$ cat config.mk
export PLATFORM = sky130hd
export DESIGN_NAME = ldm_stm_sequencer
export DESIGN_NICKNAME = d
export VERILOG_FILES = /design/src/rtl/ldm_stm_sequencer.sv
export SDC_FILE = /design/constraint.sdc
export NUM_CORES = 1
export LEC_CHECK = 0
export ABC_AREA = 1
export BUFFER_PORTS_ARGS = -buffer_cell sky130_fd_sc_hd__buf_2
export CAP_MARGIN = 20
export CORE_MARGIN = 2
export CORE_UTILIZATION = 49
export CTS_CLUSTER_DIAMETER = 120
export DETAILED_ROUTE_END_ITERATION = 8
export GPL_ROUTABILITY_DRIVEN = 1
export HOLD_SLACK_MARGIN = 0.12
export PLACE_DENSITY_LB_ADDON = 0.1
export SYNTH_ARGS = -nofsm -noshare
export SYNTH_HDL_FRONTEND = slang
export SYNTH_SLANG_ARGS = --single-unit
$ cat constraint.sdc
create_clock -name clk -period 2 [get_ports clk]
set_input_delay 0.1 -clock clk [delete_from_list [all_inputs] [get_ports clk]]
set_output_delay 0.1 -clock clk [all_outputs]
set_load 0.05 [all_outputs]
$ cat src/rtl/ldm_stm_sequencer.sv
// LDM/STM sequencer: walks a register mask from the lowest to the highest
// register and performs one memory access per set bit, with memory ready
// handshake, register write-back for loads and an end-address result.
module ldm_stm_sequencer #(
    parameter int unsigned ADDR_W = 12,
    parameter int unsigned DATA_W = 16,
    parameter int unsigned NREGS  = 8,
    localparam int unsigned IDX_W = (NREGS > 1) ? $clog2(NREGS) : 1
) (
    input  logic              clk,
    input  logic              rst,
    input  logic              start,
    input  logic              isLoad,
    input  logic [ADDR_W-1:0] baseAddr,
    input  logic [NREGS-1:0]  regMask,
    input  logic              memReady,
    input  logic [DATA_W-1:0] memRdData,
    input  logic [DATA_W-1:0] regRdData,
    output logic [ADDR_W-1:0] memAddr,
    output logic [DATA_W-1:0] memWrData,
    output logic              memRead,
    output logic              memWrite,
    output logic [IDX_W-1:0]  regIdx,
    output logic [DATA_W-1:0] regWrData,
    output logic              regWrite,
    output logic              busy,
    output logic              done,
    output logic [ADDR_W-1:0] finalAddr
);

    typedef enum logic [2:0] {
        IDLE   = 3'd0,
        SCAN   = 3'd1,
        ACCESS = 3'd2,
        WBACK  = 3'd3,
        DONE   = 3'd4
    } state_t;

    state_t             state,      state_d;
    logic               is_load,    is_load_d;
    logic [ADDR_W-1:0]  cur_addr,   cur_addr_d;
    logic [NREGS-1:0]   pending,    pending_d;
    logic [IDX_W-1:0]   reg_idx,    reg_idx_d;
    logic [DATA_W-1:0]  wr_data,    wr_data_d;
    logic [ADDR_W-1:0]  final_addr, final_addr_d;
    logic               retire;

    // Index of the lowest set bit; scanning downward lets the lowest win.
    function automatic logic [IDX_W-1:0] lowest_set(input logic [NREGS-1:0] m);
        logic [IDX_W-1:0] idx;
        idx = '0;
        for (int i = int'(NREGS) - 1; i >= 0; i--) begin
            if (m[i]) idx = IDX_W'(i);
        end
        return idx;
    endfunction

    // State and datapath registers; reset abandons any operation in flight.
    always_ff @(posedge clk or negedge rst) begin
        if (!rst) begin
            state      <= IDLE;
            is_load    <= 1'b0;
            cur_addr   <= '0;
            pending    <= '0;
            reg_idx    <= '0;
            wr_data    <= '0;
            final_addr <= '0;
        end else begin
            state      <= state_d;
            is_load    <= is_load_d;
            cur_addr   <= cur_addr_d;
            pending    <= pending_d;
            reg_idx    <= reg_idx_d;
            wr_data    <= wr_data_d;
            final_addr <= final_addr_d;
        end
    end

    // Next-state, datapath next values and Moore control outputs.
    always_comb begin
        state_d      = state;
        is_load_d    = is_load;
        cur_addr_d   = cur_addr;
        pending_d    = pending;
        reg_idx_d    = reg_idx;
        wr_data_d    = wr_data;
        final_addr_d = final_addr;
        retire       = 1'b0;
        memRead      = 1'b0;
        memWrite     = 1'b0;
        regWrite     = 1'b0;
        done         = 1'b0;
        busy         = (state != IDLE);

        case (state)
            IDLE: begin
                if (start) begin
                    is_load_d  = isLoad;
                    cur_addr_d = baseAddr;
                    pending_d  = regMask;
                    if (regMask != '0) begin
                        state_d = SCAN;
                    end else begin
                        state_d      = DONE;
                        final_addr_d = baseAddr;
                    end
                end
            end
            SCAN: begin
                reg_idx_d = lowest_set(pending);
                state_d   = ACCESS;
            end
            ACCESS: begin
                memRead  = is_load;
                memWrite = ~is_load;
                if (memReady) begin
                    if (is_load) begin
                        wr_data_d = memRdData;
                        state_d   = WBACK;
                    end else begin
                        retire = 1'b1;
                    end
                end
            end
            WBACK: begin
                regWrite = 1'b1;
                retire   = 1'b1;
            end
            DONE: begin
                done    = 1'b1;
                state_d = IDLE;
            end
            default: state_d = IDLE;
        endcase

        // Retire the current register and step to the next address.
        if (retire) begin
            pending_d[reg_idx] = 1'b0;
            cur_addr_d         = cur_addr + ADDR_W'(1);
            if (pending_d != '0) begin
                state_d = SCAN;
            end else begin
                state_d      = DONE;
                final_addr_d = cur_addr_d;
            end
        end
    end

    assign memAddr   = cur_addr;
    assign regIdx    = reg_idx;
    assign regWrData = wr_data;
    assign finalAddr = final_addr;

    // Store data passes straight through from the register file.
    assign memWrData = memWrite ? regRdData : '0;

endmodule

==> results.json, run 1 <==
{
  "status": "completed",
  "slew-limit-headroom_pct": 53.16,
  "power_leakage_uw": 0.002336,
  "die_h_um": 84.00,
  "fmax_mhz": 543.5,
  "ys_ff_latch": 55,
  "setup_ws_ns": 0.1602,
  "core-area_um2": 6277,
  "critPathRequiredTime_ns": 1.90,
  "cts_buffers": 5,
  "drc": 0,
  "arrival_ns": 1.74,
  "die-area_um2": 7055,
  "fin_area_um2": 4244,
  "ys_seq_area_share_pct": 43.89,
  "maxSlewViolCount": 0,
  "io-pin-count": 121,
  "area_growth_pct": 35.36,
  "grt_setup_unrepaired": "no",
  "period_needed_ns": 1.840,
  "gp_congestion": 0.9027,
  "worstMarginPinSlew_ns": 0.7026,
  "synth_area_um2": 3136,
  "fin_crit_sh_pct": 91.99,
  "clkTransAtPathRegs_ns": 0.10,
  "cp-start-kind": "register",
  "finalSetupTns_ns": 0,
  "die_w_um": 84.00,
  "place_area_um2": 3796,
  "grtUsageTotal_pct": 23.65,
  "grt_pass1_wl_mm": 13.74,
  "globalRoute.totalOverflow": 0,
  "path_max_fanout": 17,
  "clock_skew_ns": 0.01490,
  "synthCells": 404,
  "hold_class": "in -> reg",
  "start_util_pct": 49.95,
  "p_per_area_nw_per_um2": 1439,
  "ys_warn_count": 0,
  "row_count": 29,
  "cp_slowest_cell": "dfrtp_1",
  "postSynthAreaPerCell_um2": 7.761,
  "utilization_pct": 67.61,
  "synth_nets": 462,
  "synth_top_area_share_pct": 43.89,
  "synthTopCellsByArea": "dfrtp_1 (44%), nand2_1 (11%), inv_1 (7.4%)",
  "fin_nets": 614,
  "ctsHtreeMaxLevel": 2,
  "dp_hpwl_mm": 5.794,
  "end_kind": "primary output",
  "ir_drop_mv": 0.9965,
  "slowest_delay_ns": 0.43,
  "cts_tree": "built",
  "clock_latency_ns": 0.31,
  "worstPathCellList": "inv_2 > nand2_1 > nor2_1 > nand2_2 > nor2_1 > buf_2",
  "wl_per_cell_um": 13.00,
  "whs_ns": 0.1697,
  "yosys.area.top_type": "dfrtp_1",
  "grt_start_max_net_pins": 56,
  "via_per_inst": 4.935,
  "cts.path.max_buffers": 2,
  "port_buffers": 120,
  "ys_types": 26,
  "grt_pass1_vias": 3094,
  "pre_cts_slack_ns": -0.08594,
  "cts_sinks": 55,
  "hold_viol": 0,
  "cap_violations": 0,
  "r2r_slack_ns": 0.23,
  "setup_viol": 0,
  "num_antenna_cells": 0,
  "wl_mm": 8.242,
  "crit_top_cell": "nor2_1",
  "first_pass_iters": 4,
  "vias": 3129,
  "path_class": "reg -> out",
  "drt-initial-drc-count": 157,
  "antenna_found_initial": 0,
  "layout-drive-gt1-share_pct": 30.70,
  "ant_nets": 0,
  "fillers": 575,
  "root_buffer": "clkbuf_8"
}
-- where the power goes --
part | switching (uW) | internal [uW] | total (uW)
clock network | 388 | 293 | 680
registers | 291 | 1500 | 1790
logic | 2710 | 918 | 3630
-- synth_stat cells, drive strengths merged --
cell type	count
nand2	96
inv	81
dfrtp	55
nor2	36
nand3	31
o21ai	22
nand4	20
mux2	16
buf	9
xor2	9
o211ai	7
a21oi	6
a22oi	4
clkbuf	4
nor3	3
o22ai	3
ha	1
o21a	1
-- through the flow --
step                      instances  total power [uW]
after floorplan                 404              4502
after global placement          593              5292
after detailed placement        593              5352
after CTS                       631              6087
after global routing            634              6479
final                           634              6105
-- cells in the final DEF (no fill, tap or decap), types with 8 or more instances in the layout --
cell type      Yosys  layout
buf_2              6     120
nand2_1           92      91
inv_1             62      62
dfrtp_1           55      55
nor2_1            31      31
dlygate4sd3_1      0      30
nand3_1           27      27
nand4_1           20      20
inv_2             19      19
mux2_1            16      16
o21ai_0           16      15
xor2_1             9       9
buf_4              0       8
-- flip-flops by register name, summed over array words and instances (netlist names) --
register,cells
state,3
regIdx,3
is_load,1
regWrData,16
pending,8
finalAddr,12
memAddr,12
-- path summary, 6_finish.rpt --
| check | start | end | cells after the start |
|---|---|---|---|
| setup / recovery | state[2] | memWrData[7] | 6 |
| hold / removal | memReady | state[2] | 3 |
| setup reg to reg | state[2] | finalAddr[10] | 8 |
| hold reg to reg | regWrData[2] | regWrData[2] | 1 |
| max in group asynchronous | rst | pending[0] | 3 |
| min in group asynchronous | rst | regWrData[7] | 3 |
-- layer usage --
| metal | up-vias | wire length [um] | global-route usage (%) |
|---|---|---|---|
| li1 | 1584 | - | - |
| met2 | 93 | 4179 | 43.05 |
| met5 | - | 0 | 0 |
| met1 | 1439 | 3566 | 29.97 |
| met3 | 13 | 410 | 3.363 |
| met4 | 0 | 85 | 4.692 |
-- worst max-delay path: cells and delay by family, from the launching register on --
kind	cells	cell delay, ns
flip-flops	1	0.43
AND/OR/NAND/NOR	4	0.65
buffers and inverters	2	0.35
-- kinds of logic (layout without fill, tap and decap cells) --
family,after synthesis,count (layout),synth area share (%)
fa+ha+maj,1,1,0.3990
mux,16,16,5.746
flops,55,55,43.89
compound gates,43,43,8.181
simple gates,186,186,27.05
buf+inv,94,247,12.21
xor+xnor,9,9,2.514
-- final cells by class --
cell class | instances | area (um^2) | share of cell area [%]
sequential | 55 | 1376 | 32.43
timing repair buffer | 158 | 960.9 | 22.64
tap | 77 | 96.34 | 2.270
inverter | 81 | 304.0 | 7.164
multi-input combinational | 255 | 1404 | 33.08
clock buffer | 6 | 82.58 | 1.946
clock inverter | 2 | 20.02 | 0.4717
-- repair_timing --
item | 4_1_cts | 5_1_grt
hold endpoints to repair | 87 | 0
setup endpoints to repair | 14 | 31
setup buffers | 0 | 3
hold buffers | 30 | 0
gates resized for setup | 1 | 4
pin swaps | 0 | 2
Power figures use the tool's default switching activity.
==> run 2, diff against run 1 <==
--- a/config.mk
+++ b/config.mk
@@ -8,7 +8,7 @@
 export ABC_AREA = 1
 export BUFFER_PORTS_ARGS = -buffer_cell sky130_fd_sc_hd__buf_2
 export CAP_MARGIN = 20
-export CORE_MARGIN = 2
+export CORE_MARGIN = 3
 export CORE_UTILIZATION = 49
 export CTS_CLUSTER_DIAMETER = 120
 export DETAILED_ROUTE_END_ITERATION = 8
==> results.json, run 2 (synthesized netlist as in run 1, its figures left out) <==
{
  "end_kind": "register",
  "drc": 0,
  "ir_drop_mv": 0.9053,
  "largest_reg_flops": 16,
  "die_h_um": 86.00,
  "grt_pass1_wl_mm": 13.93,
  "period_needed_ns": 1.845,
  "via_per_inst": 4.989,
  "layout-drive-gt1-share_pct": 30.88,
  "port_buffers": 120,
  "die-area_um2": 7395,
  "r2r_end": "finalAddr[7]",
  "grt_start_max_net_pins": 29,
  "grt_pass1_vias": 3000,
  "rr_worst_depth": 9,
  "wl_mm": 8.364,
  "setup_viol": 0,
  "globalRoute.totalOverflow": 0,
  "status": "completed",
  "cts_buffers": 5,
  "p_per_area_nw_per_um2": 1442,
  "grt_setup_unrepaired": "no",
  "core-area_um2": 6061,
  "num_antenna_cells": 0,
  "worstMarginPinSlew_ns": 0.6282,
  "drt-initial-drc-count": 211,
  "hold_viol": 0,
  "io-pin-count": 121,
  "wl_per_cell_um": 13.23,
  "dp_hpwl_mm": 6.038,
  "fin_nets": 614,
  "maxSlewViolCount": 0,
  "clock_latency_ns": 0.32,
  "row_count": 28,
  "final_cell_mix": "buf_2 (120), nand2_1 (91), inv_1 (62)",
  "first_pass_iters": 4,
  "finalSetupTns_ns": 0,
  "critPathRequiredTime_ns": 2.22,
  "cts_sinks": 55,
  "fin_crit_sh_pct": 92.25,
  "hold_class": "in -> reg",
  "layout.cells.most_common": "buf_2",
  "cp-start-kind": "register",
  "arrival_ns": 2.06,
  "power_leakage_uw": 0.002340,
  "root_buffer": "clkbuf_8",
  "clock_skew_ns": 0.01234,
  "cts.path.max_buffers": 2,
  "slew-limit-headroom_pct": 58.12,
  "cp-startpoint": "state[2]",
  "die_w_um": 86.00,
  "critPathCapture": "finalAddr[7]",
  "area_growth_pct": 35.28,
  "start_util_pct": 51.73,
  "r2r_start": "state[2]",
  "ant_nets": 0,
  "cap_violations": 0,
  "fmax_mhz": 542.0,
  "clkTransAtPathRegs_ns": 0.11,
  "ctsHtreeMaxLevel": 2,
  "path_max_fanout": 12,
  "r2r_slack_ns": 0.16,
  "antenna_found_initial": 0,
  "gp_congestion": 0.8624,
  "grtUsageTotal_pct": 23.22,
  "path_class": "reg -> reg",
  "power_uw": 6115,
  "cts_tree": "built",
  "vias": 3153
}
## run 2: cell types whose count changed in the layout (fill, tap and decap cells not counted)
cell / previous run / this run
o21ai_0: 15 / 13
nor2_1: 31 / 30
nand2_2: 4 / 3
nand3_4: 2 / 1
nand2_4: 1 / 2
nand3_2: 2 / 3
nor2_2: 1 / 2
o21ai_1: 7 / 9
## run 2: layout make-up
class	instances	area (um^2)
Fill cell	520	1819
Clock inverter	2	20.02
Sequential cell	55	1376
Multi-Input combinational cell	255	1404
Tap cell	75	93.84
Timing Repair Buffer	158	960.9
Clock buffer	6	82.58
Inverter	81	304.0
## run 2: worst min-delay path by stage
stage | start | to | slack [ns] | cells after the start
after CTS | regMask[5] | pending[5] | 0.18 | 5
after detailed placement | rst | regWrData[8] | 0.15 | 1
after global routing | regMask[4] | pending[4] | 0.22 | 5
after floorplan | rst | finalAddr[0] | -0.20 | 0
after global placement | rst | regWrData[15] | 0.15 | 1
final | memReady | state[2] | 0.19 | 3
## run 2: metal layers
layer / wire [um] / part of all wire (%) / global-route usage, % / vias to the layer above
li1: - / - / - / 1587
met5: 0 / 0 / 0 / -
met4: 133 / 1.6 / 4.892 / 0
met3: 444 / 5.3 / 3.746 / 15
met1: 3652 / 44 / 31.27 / 1445
met2: 4133 / 49 / 39.45 / 106
## run 2: report_power, final
part	switching [uW]	internal, uW	leakage (uW)	total [uW]
Clock	391	293	0.0000533	684
Combinational	2710	921	0.00167	3630
Sequential	297	1500	0.000621	1800
Total	3400	2720	0.00234	6120
## run 2: timing repair
action	in CTS	in global routing
hold buffers	30	0
endpoints found under the setup margin	14	31
buffers inserted	0	2
endpoints found under the hold margin	57	0
gates resized for setup	1	7
pin swaps	0	3
## run 2: worst max-delay path, cell delays in order (launching register included)
cell     delay, ns
dfrtp_1       0.43
nor2_4        0.24
nand3_2       0.28
nand2_1       0.17
nand3_1       0.10
nand2_1       0.12
nor2_4        0.06
buf_4         0.18
nand4_1       0.12
nand2_1       0.06
## run 2: metrics by stage
stage / hold WS (ns) / setup slack (ns) / cells / cell area (um^2) / utilization (%)
after floorplan: -0.1956 / 0.1056 / 404 / 3141 / -
after global placement: 0.1456 / -0.02872 / 592 / 3801 / 62.72
after detailed placement: 0.1550 / -0.09630 / 592 / 3801 / 62.72
after CTS: 0.1785 / 0.02383 / 630 / 4212 / 69.49
after global routing: 0.2183 / 0.01309 / 632 / 4242 / 69.98
final: 0.1871 / 0.1551 / 632 / 4242 / 69.98
